**config.mk**
```make
export PLATFORM = sky130hd
export DESIGN_NAME = lzw_pack
export DESIGN_NICKNAME = d
export VERILOG_FILES = /design/src/rtl/lzw_pack.sv
export SDC_FILE = /design/constraint.sdc
export NUM_CORES = 1
export LEC_CHECK = 0
export CORE_MARGIN = 2
export CORE_UTILIZATION = 55
export DETAILED_ROUTE_END_ITERATION = 16
export PLACE_DENSITY = 0.83
export SLEW_MARGIN = 15
export SYNTH_ARGS = -nofsm -noshare
export SYNTH_HDL_FRONTEND = slang
export SYNTH_SLANG_ARGS = --single-unit
```
**constraint.sdc**
```tcl
create_clock -name clk -period 8.45 [get_ports clk]
set_input_delay 0.845 -clock clk [delete_from_list [all_inputs] [get_ports clk]]
set_output_delay 0.845 -clock clk [all_outputs]
set_load 0.02 [all_outputs]
```
**src/rtl/lzw_pack.sv**
```systemverilog
// rtl/lzw_pack.sv - MSB-first variable-width LZW code packer into fixed-width symbols
//
// Ports:
//   clk, rst_n                        clock, synchronous active-low reset
//   code_valid/code_ready             code input handshake
//   code_data[MAX_CODE_W]             right-justified code, bits above code_width ignored
//   code_width[5]                     runtime width sampled with each accepted code
//   flush_req                         pad to a symbol boundary and drain everything held
//   out_valid/out_ready               symbol output handshake
//   out_data[OUT_W]                   top OUT_W bits of the accumulator
//   out_last                          final zero-padded symbol of a flush
//   flush_done                        one-cycle pulse when a drain completes
//   width_err                         sticky: an accepted width was outside 9..MAX_CODE_W
module lzw_pack #(
  parameter int MAX_CODE_W = 13,
  parameter int OUT_W      = 8,
  parameter int ACC_W      = 32
) (
  input  logic                  clk,
  input  logic                  rst_n,
  input  logic                  code_valid,
  output logic                  code_ready,
  input  logic [MAX_CODE_W-1:0] code_data,
  input  logic [4:0]            code_width,
  input  logic                  flush_req,
  output logic                  out_valid,
  input  logic                  out_ready,
  output logic [OUT_W-1:0]      out_data,
  output logic                  out_last,
  output logic                  flush_done,
  output logic                  width_err
);

  localparam int CW = $clog2(ACC_W + 1);

  localparam logic [CW-1:0] C_ACC     = CW'(ACC_W);
  localparam logic [CW-1:0] C_OUT     = CW'(OUT_W);
  localparam logic [CW-1:0] C_MAXW    = CW'(MAX_CODE_W);
  localparam logic [CW-1:0] C_RDY_MAX = CW'(ACC_W - MAX_CODE_W);
  localparam logic [4:0]    W_MIN5    = 5'd9;
  localparam logic [4:0]    W_MAX5    = 5'(MAX_CODE_W);

  typedef enum logic {
    S_RUN   = 1'b0,
    S_DRAIN = 1'b1
  } state_t;

  state_t           r_state;
  logic [ACC_W-1:0] r_acc;
  logic [CW-1:0]    r_cnt;
  logic             r_code_ready;
  logic             r_out_valid;
  logic             r_out_last;
  logic             r_flush_done;
  logic             r_width_err;

  logic                  w_width_ok;
  logic [CW-1:0]         w_weff;
  logic [MAX_CODE_W-1:0] w_code_m;
  logic [ACC_W-1:0]      w_code_ext;
  logic                  w_pop;
  logic                  w_push;
  logic [ACC_W-1:0]      w_acc_p;
  logic [CW-1:0]         w_cnt_p;
  logic [CW-1:0]         w_shamt;
  logic [ACC_W-1:0]      w_acc_n;
  logic [CW-1:0]         w_cnt_n;
  state_t                w_state_n;

  always_comb begin
    w_width_ok = (code_width >= W_MIN5) && (code_width <= W_MAX5);
    w_weff     = w_width_ok ? CW'(code_width) : C_MAXW;

    for (int i = 0; i < MAX_CODE_W; i++) begin
      w_code_m[i] = code_data[i] & (i < int'(w_weff));
    end
    w_code_ext = ACC_W'(w_code_m);

    w_pop  = r_out_valid & out_ready;
    w_push = r_code_ready & code_valid;

    // Pop first so a same-cycle push lands right behind the surviving bits.
    w_acc_p = w_pop ? (r_acc << OUT_W) : r_acc;
    if (w_pop) begin
      w_cnt_p = (r_cnt > C_OUT) ? (r_cnt - C_OUT) : '0;
    end else begin
      w_cnt_p = r_cnt;
    end

    // code_ready guarantees cnt' + w <= ACC_W, so the shift is never negative.
    w_shamt = C_ACC - w_cnt_p - w_weff;
    w_acc_n = w_push ? (w_acc_p | (w_code_ext << w_shamt)) : w_acc_p;
    w_cnt_n = w_push ? (w_cnt_p + w_weff) : w_cnt_p;

    w_state_n = r_state;
    case (r_state)
      S_RUN:   if (flush_req) w_state_n = S_DRAIN;
      // Leave DRAIN one cycle after the count hits zero; that cycle carries flush_done.
      S_DRAIN: if (r_cnt == '0) w_state_n = S_RUN;
      default: w_state_n = S_RUN;
    endcase
  end

  // Outputs are registered from the next-state values so they line up with r_acc/r_cnt.
  always_ff @(posedge clk) begin
    if (!rst_n) begin
      r_state      <= S_RUN;
      r_acc        <= '0;
      r_cnt        <= '0;
      r_code_ready <= 1'b1;
      r_out_valid  <= 1'b0;
      r_out_last   <= 1'b0;
      r_flush_done <= 1'b0;
      r_width_err  <= 1'b0;
    end else begin
      r_state      <= w_state_n;
      r_acc        <= w_acc_n;
      r_cnt        <= w_cnt_n;
      r_code_ready <= (w_state_n == S_RUN) && (w_cnt_n <= C_RDY_MAX);
      r_out_valid  <= (w_state_n == S_RUN) ? (w_cnt_n >= C_OUT) : (w_cnt_n != '0);
      r_out_last   <= (w_state_n == S_DRAIN) && (w_cnt_n != '0) && (w_cnt_n <= C_OUT);
      r_flush_done <= (w_state_n == S_DRAIN) && (w_cnt_n == '0);
      if (w_push && !w_width_ok) begin
        r_width_err <= 1'b1;
      end
    end
  end

  assign code_ready = r_code_ready;
  assign out_valid  = r_out_valid;
  assign out_data   = r_acc[ACC_W-1 -: OUT_W];
  assign out_last   = r_out_last;
  assign flush_done = r_flush_done;
  assign width_err  = r_width_err;

endmodule

```
Yosys cells after proc, flatten, opt, wreduce, memory -nomap -nowiden
Cells that the tools add are included.

cells by class
  add/subtract/negate cells = 4
  reduce and logical (&&, ||, !) cells = 10
  mux-type cells = 10
  shift operators = 1
  bitwise logic cells = 18
  magnitude comparators = 19

operators by type and width
  cell                                                                               count
  32-bit 2-to-1 mux                                                                  2
  32-bit OR                                                                          1
  13-bit by 6-bit << shifter with 32-bit output                                      1
  4-bit by 5-bit less-than comparator with 1-bit output (first input constant)       5
  3-bit by 5-bit less-than comparator with 1-bit output (first input constant)       4
  6-bit 2-to-1 mux                                                                   3
  1-bit bitwise AND                                                                  15
  6-bit zero test                                                                    2
  1-bit by 5-bit less-than comparator with 1-bit output (first input constant)       2
  2-bit by 5-bit less-than comparator with 1-bit output (first input constant)       2
  6-bit by 5-bit adder with 6-bit output                                             1
  6-bit by 4-bit >= comparator with 1-bit output (second input constant)             1
  6-bit by 4-bit > comparator with 1-bit output (second input constant)              1
  6-bit by 4-bit less-or-equal comparator with 1-bit output (second input constant)  1
  6-bit by 5-bit less-or-equal comparator with 1-bit output (second input constant)  1
  1-bit logical AND                                                                  6
  6-bit nonzero test                                                                 1
  6-bit by 4-bit subtractor with 6-bit output (second input constant)                1
  6-bit by 5-bit subtractor with 6-bit output                                        1
  6-bit subtractor (first input constant)                                            1
  5-bit by 4-bit >= comparator with 1-bit output (second input constant)             1
  5-bit by 4-bit less-or-equal comparator with 1-bit output (second input constant)  1
  5-bit 2-to-1 mux                                                                   1
  1-bit 2-to-1 mux                                                                   3
  3 further kinds                                                                    4

word-level totals
  flip-flop bits (word level) = 44

Depth between registers and ports, before layout
Gate-level depths: netlist (run 1).

  depth in word-level cells = 8
  mapped depth = 16
  mapped depth without buffers = 14

Least setup slack after synthesis (run 1)
Ideal clock, no wire load.

  path type = in2reg
  from = input code_width[1]
  to = register r_acc[27]
  arrival time = 3.880 ns
  buffers on the path = 1
  data required time = 8.376 ns
  path slack = 4.496 ns
  stages = 15
  path through = clkbuf_1 > or3_1 > nand3_1 > or2_2 > inv_1 > ha_1 > ha_1 > inv_1 > fa_1 > nand2b_1 > a21oi_1 > xnor2_1 > xor2_1 > or4_1 > a31oi_1

between the ends
  word-level cells in the longest chain between the ends = 8

ends and longest elaborated chain
  item                                                                                                                                RTL line  RTL
  from (decl)                                                                                                                         24        input logic [4:0] code_width,
  5-bit by 4-bit >= comparator with 1-bit output / 5-bit by 4-bit less-or-equal comparator with 1-bit output (equally long branches)  71        w_width_ok = (code_width >= W_MIN5) && (code_width <= W_MAX5);
  1-bit logical AND                                                                                                                   71
  5-bit 2-to-1 mux (*)                                                                                                                72        w_weff = w_width_ok ? CW'(code_width) : C_MAXW;
  1-bit by 5-bit less-than comparator with 1-bit output (tied with other cells)                                                       75        w_code_m[i] = code_data[i] & (i < int'(w_weff));
  1-bit bitwise AND                                                                                                                   75
  13-bit by 6-bit << shifter with 32-bit output (*)                                                                                   92        w_acc_n = w_push ? (w_acc_p | (w_code_ext << w_shamt)) : w_acc_p;
  32-bit OR (*)                                                                                                                       92
  32-bit 2-to-1 mux (*)                                                                                                               92
  to (signal assigned)                                                                                                                117       r_acc <= w_acc_n;
  to (decl)                                                                                                                           49        logic [ACC_W-1:0] r_acc;

Every way passes the cells marked *; elsewhere a longest branch is shown, timed or not.
A chain may end at the register's enable or synchronous reset.

Worst setup path after layout (run 1)
  from = input out_ready
  to = register r_acc[1]

between the ends
  word-level cells in the longest chain between the ends = 7

ends and longest elaborated chain
  item                                           RTL line  RTL
  from (decl)                                    27        input logic out_ready,
  1-bit bitwise AND (*)                          79        w_pop = r_out_valid & out_ready;
  6-bit 2-to-1 mux                               84        if (w_pop) begin
  6-bit subtractor                               91        w_shamt = C_ACC - w_cnt_p - w_weff;
  6-bit by 5-bit subtractor with 6-bit output    91
  13-bit by 6-bit << shifter with 32-bit output  92
  32-bit OR                                      92
  32-bit 2-to-1 mux (*)                          92

Marked as above.

==> flow_metrics.py, run 1 <==
metrics = {
    "placement": {
        "gp_congestion": 0.942,
        "port-buffer-count": 35,
        "dp_slack_ps": 3240,
        "dp_hpwl_um": 6800,
    },
    "critical_path": {
        "cp-end-kind": "register",
        "slowest_delay_ps": 950,
        "path_cells": "clkdlybuf4s50_1, and2_1, buf_4, nand3b_1, and2_1, ha_1, inv_1, ha_1, inv_1, fa_1, inv_1, nor2_1, nand2_1, nor3_1, a32o_1",
        "required_ps": 8680,
        "critical_path.slowest_cell": "fa_1",
        "crit_arrival_ps": 5240,
        "cp_num_buf_inv": 5,
        "path_delay_family": "simple AND/OR/NAND/NOR gates",
        "startpoint_type": "primary input",
        "worst-setup-path-type": "in -> reg",
        "cp_max_fo": 25,
        "cp_common_cell": "inv_1",
    },
    "synth": {
        "synth_edf_count": 0,
        "syn_area_sq_mm": 0.00348,
        "yosysWarnings": 0,
        "ys_seq_elements": 44,
        "avgSynthCellArea_sq_um": 8.10,
        "synthCells": 429,
        "synth_cell_type_count": 61,
        "ys.flop_type": "dfxtp_1",
        "ys_seq_area_share_pct": 25.3,
        "async_flop_share_pct": 0,
    },
    "detailed_routing": {
        "drc_errors": 0,
        "wl_met3_um": 773,
        "drt-met1-wl_um": 4060,
        "first_pass_iters": 5,
        "dr_total_vias": 3319,
        "wl_met2_um": 4040,
        "routedWlPerCell_um": 17.4,
        "drt_iter0_markers": 401,
        "drt_wl_total_um": 9020,
        "route.detailed.vias_per_inst": 6.38,
        "ant_nets": 0,
        "dr.max_layer_used": "met4",
    },
    "power": {
        "power_mw": 1.47,
        "cellPowerDensity_mw_per_mm2": 374,
        "p_leak_nw": 1.52,
        "vdd_ir_drop_max_v": 0.000214,
    },
    "global_route": {
        "grt_pass1_vias": 3043,
        "antenna_found_initial": 0,
        "track_usage_pct": 25.7,
        "grt_pass1_wl_um": 14900,
        "grt_max_degree": 36,
        "grt.overflow.total": 0,
    },
    "sta": {
        "setup_viol": 0,
        "setup_ws_ps": 3450,
        "slew_violations": 0,
        "clock.fmax_mhz": 200,
        "fin_crit_ps": 5000,
        "maxSlewHeadroom_pct": 42.3,
        "tns_ps": 0,
        "finClkSkew_ps": 5.97,
        "rsz0062_at_grt": "false",
        "hold_viol_final": 0,
        "period_share_pct": 59.2,
        "tightest_slew_ps": 862,
    },
    "layout": {
        "drive_above_1_share_pct": 7.42,
        "nets": 485,
        "multi_input_area_sq_mm": 0.00237,
        "area.sequential_sq_um": 881,
        "fill_cells": 532,
        "area_growth_pct": 12.9,
        "antennaDiodeCount": 0,
    },
    "die": {
        "std_cell_rows": 28,
        "fp.dieH_um": 83.5,
        "coreArea_sq_mm": 0.00603,
        "ioPinCount": 36,
        "start_util_pct": 57.7,
        "dieArea_sq_mm": 0.00697,
        "fp.dieW_um": 83.5,
    },
    "clock_network": {
        "cts_tree": "yes",
        "cts_root_buffer": "clkbuf_8",
        "numCtsBuffers": 5,
        "cts.sinks": 44,
        "cts.repair.resized": 0,
        "ctsHoldBuffers": 0,
        "post_cts_buffers": 0,
        "clock_path_buffers": 2,
        "htreeDepth": 2,
        "clk_pin_slew_ps": 80,
        "clock_latency_ps": 290,
    },
    "run": {
        "cap_violations": 0,
    },
    "worst_hold_path": {
        "hold_class": "reg -> reg",
    },
    "run_status": {
        "status": "finished clean",
    },
}
[sequential cells by signal, summed over array words and instances, names as in the netlist]
signal / flops
r_acc: 32
r_cnt: 6
code_ready: 1
flush_done: 1
out_last: 1
out_valid: 1
r_state: 1
width_err: 1
[area by class of cell]
cell class,count,area share (%)
clock buffer,5,1.75
inverter,18,1.72
sequential,44,22.4
multi-input combinational,336,60.3
timing repair buffer,40,9.88
clock inverter,2,1.53
tap,75,2.39
[kinds of logic (layout without fill, tap and decap cells)]
group	Yosys count	in the layout	synth area share, %
compound gates	109	109	20.9
flops	44	44	25.3
other cells	2	4	0.216
fa+ha+maj	17	17	6.55
buf+inv	51	65	6.80
xor+xnor	14	14	4.07
mux	45	45	14.6
simple gates	147	147	21.6
[routing by layer]
layer / track usage, % / vias up
met5: 0 / -
met4: 5.13 / 0
met3: 3.76 / 18
met2: 41.2 / 158
met1: 37.0 / 1546
li1: - / 1597
[Yosys cell counts (2+ instances only)]
library cell	number	area (sq um)
nand2b_1	4	25.0
o221ai_1	4	35.0
o31ai_1	5	37.5
conb_1	2	7.51
mux2_2	5	56.3
a311o_1	2	20.0
nand4_1	8	50.1
buf_1	2	7.51
and2_1	8	50.1
o21ai_0	17	85.1
nand4b_1	4	35.0
a22oi_1	5	37.5
xnor2_1	5	43.8
a21oi_1	27	135
o211ai_1	5	37.5
a32o_1	4	40.0
or4_1	4	30.0
ha_1	15	188
mux2i_1	36	360
o32ai_1	2	17.5
nand2_1	42	158
inv_1	17	63.8
dfxtp_1	44	881
xor2_1	8	70.1
a211oi_1	2	15.0
mux4_2	4	90.1
a21o_1	7	52.6
nor3_1	7	35.0
nor2b_1	2	12.5
fa_1	2	40.0
nand3b_1	2	15.0
or2_2	5	31.3
a31oi_1	8	50.1
or3_1	5	31.3
o22ai_1	8	50.1
nand3_1	15	75.1
nor2_1	33	124
buf_2	3	15.0
clkbuf_1	17	63.8
o21a_1	3	22.5
buf_4	11	82.6
[through the flow]
| stage | utilization (%) | instance area [sq um] | std cells | hold WS, ps |
|---|---|---|---|---|
| floorplan | - | 3480 | 431 | 436 |
| global placement | 63.0 | 3800 | 513 | 446 |
| detailed placement | 63.0 | 3800 | 513 | 451 |
| CTS | 65.1 | 3930 | 520 | 463 |
| global route | 65.1 | 3930 | 520 | 482 |
| finish | 65.1 | 3930 | 520 | 466 |
[final timing paths]
check	start	depth (start not counted)	to	slack (ps)
worst min register to register	r_acc[4]	2	r_acc[4]	470
worst max register to register	out_valid	14	r_acc[1]	4090
worst max-delay path	out_ready	15	r_acc[1]	3450
worst min-delay path	r_acc[4]	2	r_acc[4]	470
[worst reg2reg max path, delay by kind of cell (launching register included)]
family,cells,cell delay [ps]
simple gates,6,1440
flops,1,380
fa+ha+maj,3,1420
buf+inv,4,850
compound gates,1,210
[cells in the final DEF, fill, tap and decap left out, drive strengths merged, types with 5 or more instances in the layout]
cell type / n
dfxtp: 44
nand2: 42
mux2i: 36
clkdlybuf4s50: 35
nor2: 34
a21oi: 28
inv: 17
o21ai: 17
nand3: 15
ha: 15
and2: 9
xor2: 8
a31oi: 8
nand4: 8
o22ai: 8
nor3: 7
a21o: 7
xnor2: 6
or3: 5
or2: 5
a22oi: 5
o211ai: 5
o31ai: 5
mux2: 5
clkbuf: 5
buf: 5
[power breakdown]
group	total [mW]	leakage (nW)	internal (mW)	switching (mW)
Clock	0.188	0.0642	0.116	0.0720
Combinational	0.971	1.10	0.359	0.612
Sequential	0.308	0.358	0.269	0.0387
Total	1.47	1.52	0.745	0.723
Power figures use the tool's default switching activity.
==> run 2: changes to the inputs <==
==> constraint.sdc (replaced) <==
create_clock -name clk -period 5.2 [get_ports clk]
set_input_delay 0.52 -clock clk [delete_from_list [all_inputs] [get_ports clk]]
set_output_delay 0.52 -clock clk [all_outputs]
set_load 0.02 [all_outputs]
==> run 2 against run 1 <==
Count of clock-buffer cells in the layout rose by 1. Sequential share of layout area shrank 0.093 points. Hold slack lost 6.6 ps. Critical path depth fell by 3. Clock power increased by 40%. Utilization increased by 0.27 points. Final cell count up 1.2%. Global-route usage is essentially flat. Critical path type unchanged.
==> flow_metrics.py, run 2 (synthesis gave the netlist of run 1 again) <==
metrics = {
    "placement": {
        "port-buffer-count": 35,
        "gp_congestion": 0.952,
        "dp_slack_ps": 607,
        "dp_hpwl_um": 7020,
        "post_dp_cell_area_sq_mm": 0.00383,
    },
    "global_route": {
        "grt_pass1_vias": 3094,
        "track_usage_pct": 25.7,
        "grt.overflow.total": 0,
        "grt_pass1_wl_um": 14700,
        "grt_max_degree": 36,
        "antenna_found_initial": 0,
    },
    "die": {
        "fp.dieH_um": 83.5,
        "start_util_pct": 57.7,
        "dieArea_sq_mm": 0.00697,
        "fp.dieW_um": 83.5,
        "ioPinCount": 36,
        "std_cell_rows": 28,
        "coreArea_sq_mm": 0.00603,
    },
    "detailed_routing": {
        "drt_wl_total_um": 9050,
        "drt_iter0_markers": 246,
        "dr_total_vias": 3294,
        "route.detailed.vias_per_inst": 6.26,
        "first_pass_iters": 6,
        "routedWlPerCell_um": 17.2,
        "drc_errors": 0,
        "ant_nets": 0,
    },
    "sta": {
        "setup_viol": 0,
        "hold_viol_final": 0,
        "finClkSkew_ps": 5.41,
        "maxSlewHeadroom_pct": 41.2,
        "period_share_pct": 83.6,
        "tns_ps": 0,
        "slew_violations": 0,
        "rsz0062_at_grt": "false",
        "setup_ws_ps": 855,
        "tightest_slew_ps": 882,
        "clock.fmax_mhz": 230,
        "fin_crit_ps": 4350,
    },
    "critical_path": {
        "cp-end-kind": "register",
        "slowest_delay_ps": 510,
        "timing.rr.start": "r_cnt[1]",
        "startpoint_type": "primary input",
        "path_cells": "clkdlybuf4s50_1, nor3b_2, o21ai_0, ha_1, inv_1, fa_1, nand2b_1, a21oi_1, xnor2_1, xnor2_4, nand3_1, o32ai_1",
        "critPathLaunch": "code_width[2]",
        "crit_arrival_ps": 4540,
        "cp_max_fo": 19,
        "critical_path.slowest_cell": "xnor2_4",
        "worst-setup-path-type": "in -> reg",
        "required_ps": 5400,
    },
    "clock_network": {
        "clk_pin_slew_ps": 90,
        "clock_latency_ps": 300,
        "cts_tree": "yes",
        "cts.repair.resized": 0,
        "numCtsBuffers": 5,
        "clock_path_buffers": 2,
        "post_cts_buffers": 0,
        "ctsHoldBuffers": 0,
        "htreeDepth": 2,
        "cts.sinks": 44,
        "cts_root_buffer": "clkbuf_8",
    },
    "layout": {
        "drive_above_1_share_pct": 8.43,
        "area_growth_pct": 13.4,
        "layout_common_cells": "44 x dfxtp_1, 42 x nand2_1, 36 x mux2i_1",
        "fill_cells": 552,
        "reg_top3": "r_acc (32), r_cnt (6)",
        "nets": 490,
        "antennaDiodeCount": 0,
        "multi_input_area_sq_mm": 0.00237,
        "final_area_sq_mm": 0.00394,
        "area.sequential_sq_um": 881,
        "final_common_cell": "dfxtp_1",
        "largest_reg_flops": 32,
        "regMostFlops": "r_acc",
    },
    "run_status": {
        "status": "finished clean",
    },
    "power": {
        "vdd_ir_drop_max_v": 0.000346,
        "cellPowerDensity_mw_per_mm2": 605,
        "p_leak_nw": 1.54,
    },
    "worst_hold_path": {
        "min_from": "r_acc[7]",
        "hold_class": "reg -> reg",
    },
    "run": {
        "cap_violations": 0,
    },
}
-- run 2: cell count changes in the layout (fill, tap and decap cells not counted), sizes merged --
cell    delta
buf        +5
bufinv     -1
clkbuf     +1
clkinv     +1
-- run 2: critical path: cells and delay by family --
| kind | cells | cell delay (ps) |
|---|---|---|
| AND/OR/NAND/NOR | 3 | 990 |
| buffers and inverters | 2 | 590 |
| XOR/XNOR | 2 | 710 |
| AO/OA/AOI/OAI | 3 | 810 |
| adder cells (fa/ha/maj) | 2 | 940 |
-- run 2: final cells by class --
type | count | area share, %
sequential | 44 | 22.3
tap | 75 | 2.38
clock buffer | 6 | 1.84
timing repair buffer | 45 | 10.8
inverter | 18 | 1.71
multi-input combinational | 336 | 60.0
clock inverter | 2 | 0.889
-- run 2: metrics by stage --
stage,total power [mW],util (%),cells,hold WS (ps)
after global placement,2.06,63.6,518,444
final,2.38,65.4,526,459
after floorplan,1.68,-,431,436
after CTS,2.35,65.4,526,458
after global routing,2.55,65.4,526,493
after detailed placement,2.08,63.6,518,446
-- run 2: report_power, final --
part / switching [mW] / internal [mW] / total [mW]
clock: 0.121 / 0.143 / 0.264
combinational: 1.00 / 0.614 / 1.62
sequential: 0.0637 / 0.437 / 0.501
total: 1.19 / 1.19 / 2.38
-- run 2: path summary, 6_finish.rpt --
path	to	cells past startpoint	slack [ps]
max	r_acc[18]	12	850
min reg2reg	r_acc[7]	2	460
min	r_acc[7]	2	460
max reg2reg	r_acc[18]	14	1070
-- run 2: per-layer routing --
metal | vias up | track usage [%] | wire length (um)
met5 | - | 0 | 0
met4 | 0 | 8.94 | 159
met3 | 14 | 4.55 | 669
met2 | 144 | 40.7 | 4120
met1 | 1536 | 35.4 | 4110
li1 | 1600 | - | -
==> patch 1, RTL diff (flow settings as in run 2) <==
Register the output `width_err` once more, with the module's reset; this adds one clock of latency there. The other outputs are not delayed to match.
--- a/src/rtl/lzw_pack.sv
+++ b/src/rtl/lzw_pack.sv
@@ -131,7 +131,13 @@
   assign out_data   = r_acc[ACC_W-1 -: OUT_W];
   assign out_last   = r_out_last;
   assign flush_done = r_flush_done;
-  assign width_err  = r_width_err;
+  always_ff @(posedge clk) begin
+    if (!rst_n) begin
+      width_err <= '0;
+    end else begin
+      width_err <= r_width_err;
+    end
+  end
 
 endmodule
 
Formal check against the unedited RTL: not equivalent (Yosys sat finds a counterexample within 4 cycles, from zero or initial values and one cycle with rst_n low).
==> patch 1 against run 2 <==
Setup slack improved by 0.068 ns. Synthesized cell count fell by 5.1%. Design area fell by 3.2%. Area after synthesis fell by 4.1%. Total power barely moved. Fmax rose by 1.6%. Register-to-register slack got worse by 0.15 ns. Sequential cell count rose by 1. Utilization fell by 0.59 points. Die area fell by 3.9%. Final cell count fell by 4.0%. Count of clock-buffer cells in the layout did not move. Wire length fell by 4.8%.
==> patch 1: results <==
yosys:
  muxShareOfSynthArea_pct: 15.2
  synth_xor_area_share_pct: 3.72
  synth_commonest_cells: "dfxtp_1, nand2_1, a21oi_1, mux2i_1, nor2_1"
  syn_area_per_cell_sq_um: 8.19
  synthTopCellsByArea: "dfxtp_1, mux2i_1, ha_1, a21oi_1, nand2_1"
  synth_fa_ha_area_share_pct: 6.83
  synthDistinctLibCells: 58
  synth-compound-area-share_pct: 20.4
sta:
  finalClockSkew_ns: 0.00486
  period_needed_ns: 4.28
  maxSlewHeadroom_pct: 36.5
place:
  dpl.hpwl_um: 6580
  gp_congestion: 0.999
  post-place-cells: 497
  pre_cts_slack_ns: 0.623
  place_area_sq_mm: 0.00369
cells_and_area:
  final_util_pct: 64.8
  clk_share_pct: 3.15
  seq_share_pct: 23.6
  fin_cells: 505
  multi_input_area_sq_mm: 0.00223
  seq_cells: 45
  nNetsFinal: 469
  multi_input_gates: 318
  nNonClkInverters: 16
  fill_cells: 513
  buffers_excl_clock: 43
  buf_share_pct: 10.8
  drive_gt1_share_pct: 7.67
power:
  leakagePower_nw: 1.50
  peakVddDrop_v: 0.000324
  pwr-share-comb_pct: 66.8
  p_seq_w: 0.000512
  p_int_w: 0.00121
route:
  wl_met2_um: 3740
  wirelength_um: 8620
  wl_met3_um: 645
  first_iter_violations: 266
  vias: 3160
critical_path:
  crit_type: "flip-flop to flip-flop"
  cp_top_family: "compound AO/OA/AOI/OAI gates"
  crit_path_top_delay_cell: "a2111o_1"
  arrival_ns: 4.49
  r2r-end: "r_acc[16]"
  cpPeakStageDelay_ns: 0.53
  worstPathMaxFanout: 18
  reg2reg_slack_ns: 0.92
grt:
  grt.met1_usage_pct: 39.2
  grt_pass1_wl_um: 13900
  grt_start_max_net_pins: 32
  grt.total_usage_pct: 26.6
  grtUsageMet3_pct: 3.19
outcome:
  status: "finished, final reports clean"
## patch 1: cell types whose count changed in the layout (fill, tap and decap cells not counted), moves of 3 or more
cell             run 2  this run
a32oi_1              1         4
o31ai_1              5         1
xor2_1               8         4
or4_1                4         0
a21o_1               7         2
a31oi_1              8         5
a21oi_1             27        37
or3_1                5         2
o21ai_0             17        11
o21a_1               3         0
inv_1               17        14
nand2_1             42        39
nand4b_1             4         1
## patch 1: cells by family after synthesis
logic type,Yosys count
AO/OA/AOI/OAI,103
XOR/XNOR,12
adder cells (fa/ha/maj),17
buffers and inverters,46
flip-flops,45
multiplexers,45
other,2
AND/OR/NAND/NOR,137
## patch 1: worst min-delay path by stage
stage | start | to | slack [ns] | cells after the start
5_1_grt | r_width_err | width_err | 0.49 | 1
2_1_floorplan | r_width_err | r_width_err | 0.43 | 2
3_5_place_dp | r_width_err | width_err | 0.45 | 1
3_3_place_gp | r_width_err | width_err | 0.44 | 1
4_1_cts | r_width_err | width_err | 0.47 | 1
6_report | r_width_err | width_err | 0.46 | 1
==> patch 2, RTL diff (flow settings as in run 2) <==
Made on the original files. Set the parameter `ACC_W` to 64 (it was 32).
--- a/src/rtl/lzw_pack.sv
+++ b/src/rtl/lzw_pack.sv
@@ -14,7 +14,7 @@
 module lzw_pack #(
   parameter int MAX_CODE_W = 13,
   parameter int OUT_W      = 8,
-  parameter int ACC_W      = 32
+  parameter int ACC_W      = 64
 ) (
   input  logic                  clk,
   input  logic                  rst_n,
Function: changed (a bounded check fails within 4 cycles, from zero or initial values and one cycle with rst_n low).
==> patch 2 against run 2 <==
Setup slack lost 0.065 ns. Utilization shrank 1.8 points. Final cell count grew 39%. Count of clock-buffer cells in the layout grew 3. Global-route usage grew 1.8 points. Total power grew 64%. Critical path depth grew 1. Area after synthesis grew 45%. Largest power group unchanged. Sequential cell count grew 33. Via count grew 42%. Critical path type unchanged. Register-to-register slack lost 0.17 ns. Design area grew 42%. Wire length grew 47%.
==> patch 2: results <==
place:
  post-place-cells: 714
  place_area_sq_mm: 0.00540
  pre_cts_slack_ns: 0.500
  dpl.hpwl_um: 9640
  gp_congestion: 0.946
floorplan:
  die_w_um: 99.9
critical_path:
  crit_start: "out_ready"
  r2r-end: "r_acc[17]"
  arrival_ns: 4.69
  critPathCapture: "r_acc[10]"
  reg2reg_slack_ns: 0.90
  cpPeakStageDelay_ns: 0.67
  worstPathMaxFanout: 57
outcome:
  status: "finished, final reports clean"
grt:
  grt_pass1_vias: 4288
  grt.total_usage_pct: 27.5
  grt_start_max_net_pins: 60
power:
  peakVddDrop_v: 0.000371
  leakagePower_nw: 2.11
cells_and_area:
  reg_top3: "r_acc (64), r_cnt (7)"
  fill_cells: 747
  final_util_pct: 63.6
  multi_input_area_sq_mm: 0.00321
  nNetsFinal: 656
  clk_share_pct: 3.64
  drive_gt1_share_pct: 9.97
  multi_input_gates: 463
  buffers_excl_clock: 47
  buf_share_pct: 7.86
  regArea_sq_mm: 0.00154
sta:
  finalClockSkew_ns: 0.0155
  hold_ws_ns: 0.467
  worst_pin_slew_ns: 0.984
  timing.final.ws_setup_ns: 0.790
clocking:
  hold_buffers: 0
  clk_latency_ns: 0.37
  cts_htree_levels: 3
route:
  vias: 4674
  first_iter_violations: 558
  viasPerCell: 6.40
  wirelength_um: 13300
worst_hold_path:
  min_to: "r_acc[6]"
  hp-start: "r_acc[6]"
yosys:
  yosysSeqAreaShare_pct: 30.5
  synth_commonest_cells: "dfxtp_1, nand2_1, mux2i_1, o22ai_1, nor2_1"
  synth_cells: 605
  synthDistinctLibCells: 67
  synthTopCellsByArea: "dfxtp_1, mux2i_1, nand2_1, o22ai_1, ha_1"
  muxShareOfSynthArea_pct: 16.5
  synth_xor_area_share_pct: 3.61
  synth_fa_ha_area_share_pct: 4.26
patch 2: power groups by stage:
stage	registers, W	clock network, W	logic (W)
finish	0.000897	0.000492	0.00251
global route	0.000918	0.000521	0.00272
CTS	0.000894	0.000494	0.00244
detailed placement	0.000906	0	0.00242
global placement	0.000895	0	0.00238
floorplan	0.000889	0	0.00185
patch 2: logic make-up (layout without fill, tap and decap cells):
group	after synthesis	count (layout)
adders and majority gates	16	16
xor gates and xnor gates	15	15
AOI/OAI and AO/OA	158	158
muxes	78	78
DFF	77	77
other	2	4
buffers and inverters	67	82
and+or+nand+nor	192	192
patch 2: critical path: cells and delay by family:
family | cells | cell delay (ns)
buf+inv | 3 | 1.23
fa+ha+maj | 1 | 0.38
compound gates | 3 | 0.80
xor+xnor | 2 | 0.60
simple gates | 4 | 1.14
patch 2: metal layers:
layer	GRT usage, %	routed length, um
met2	41.9	5930
met1	39.3	6160
met5	0	0
met4	9.06	282
met3	5.15	968
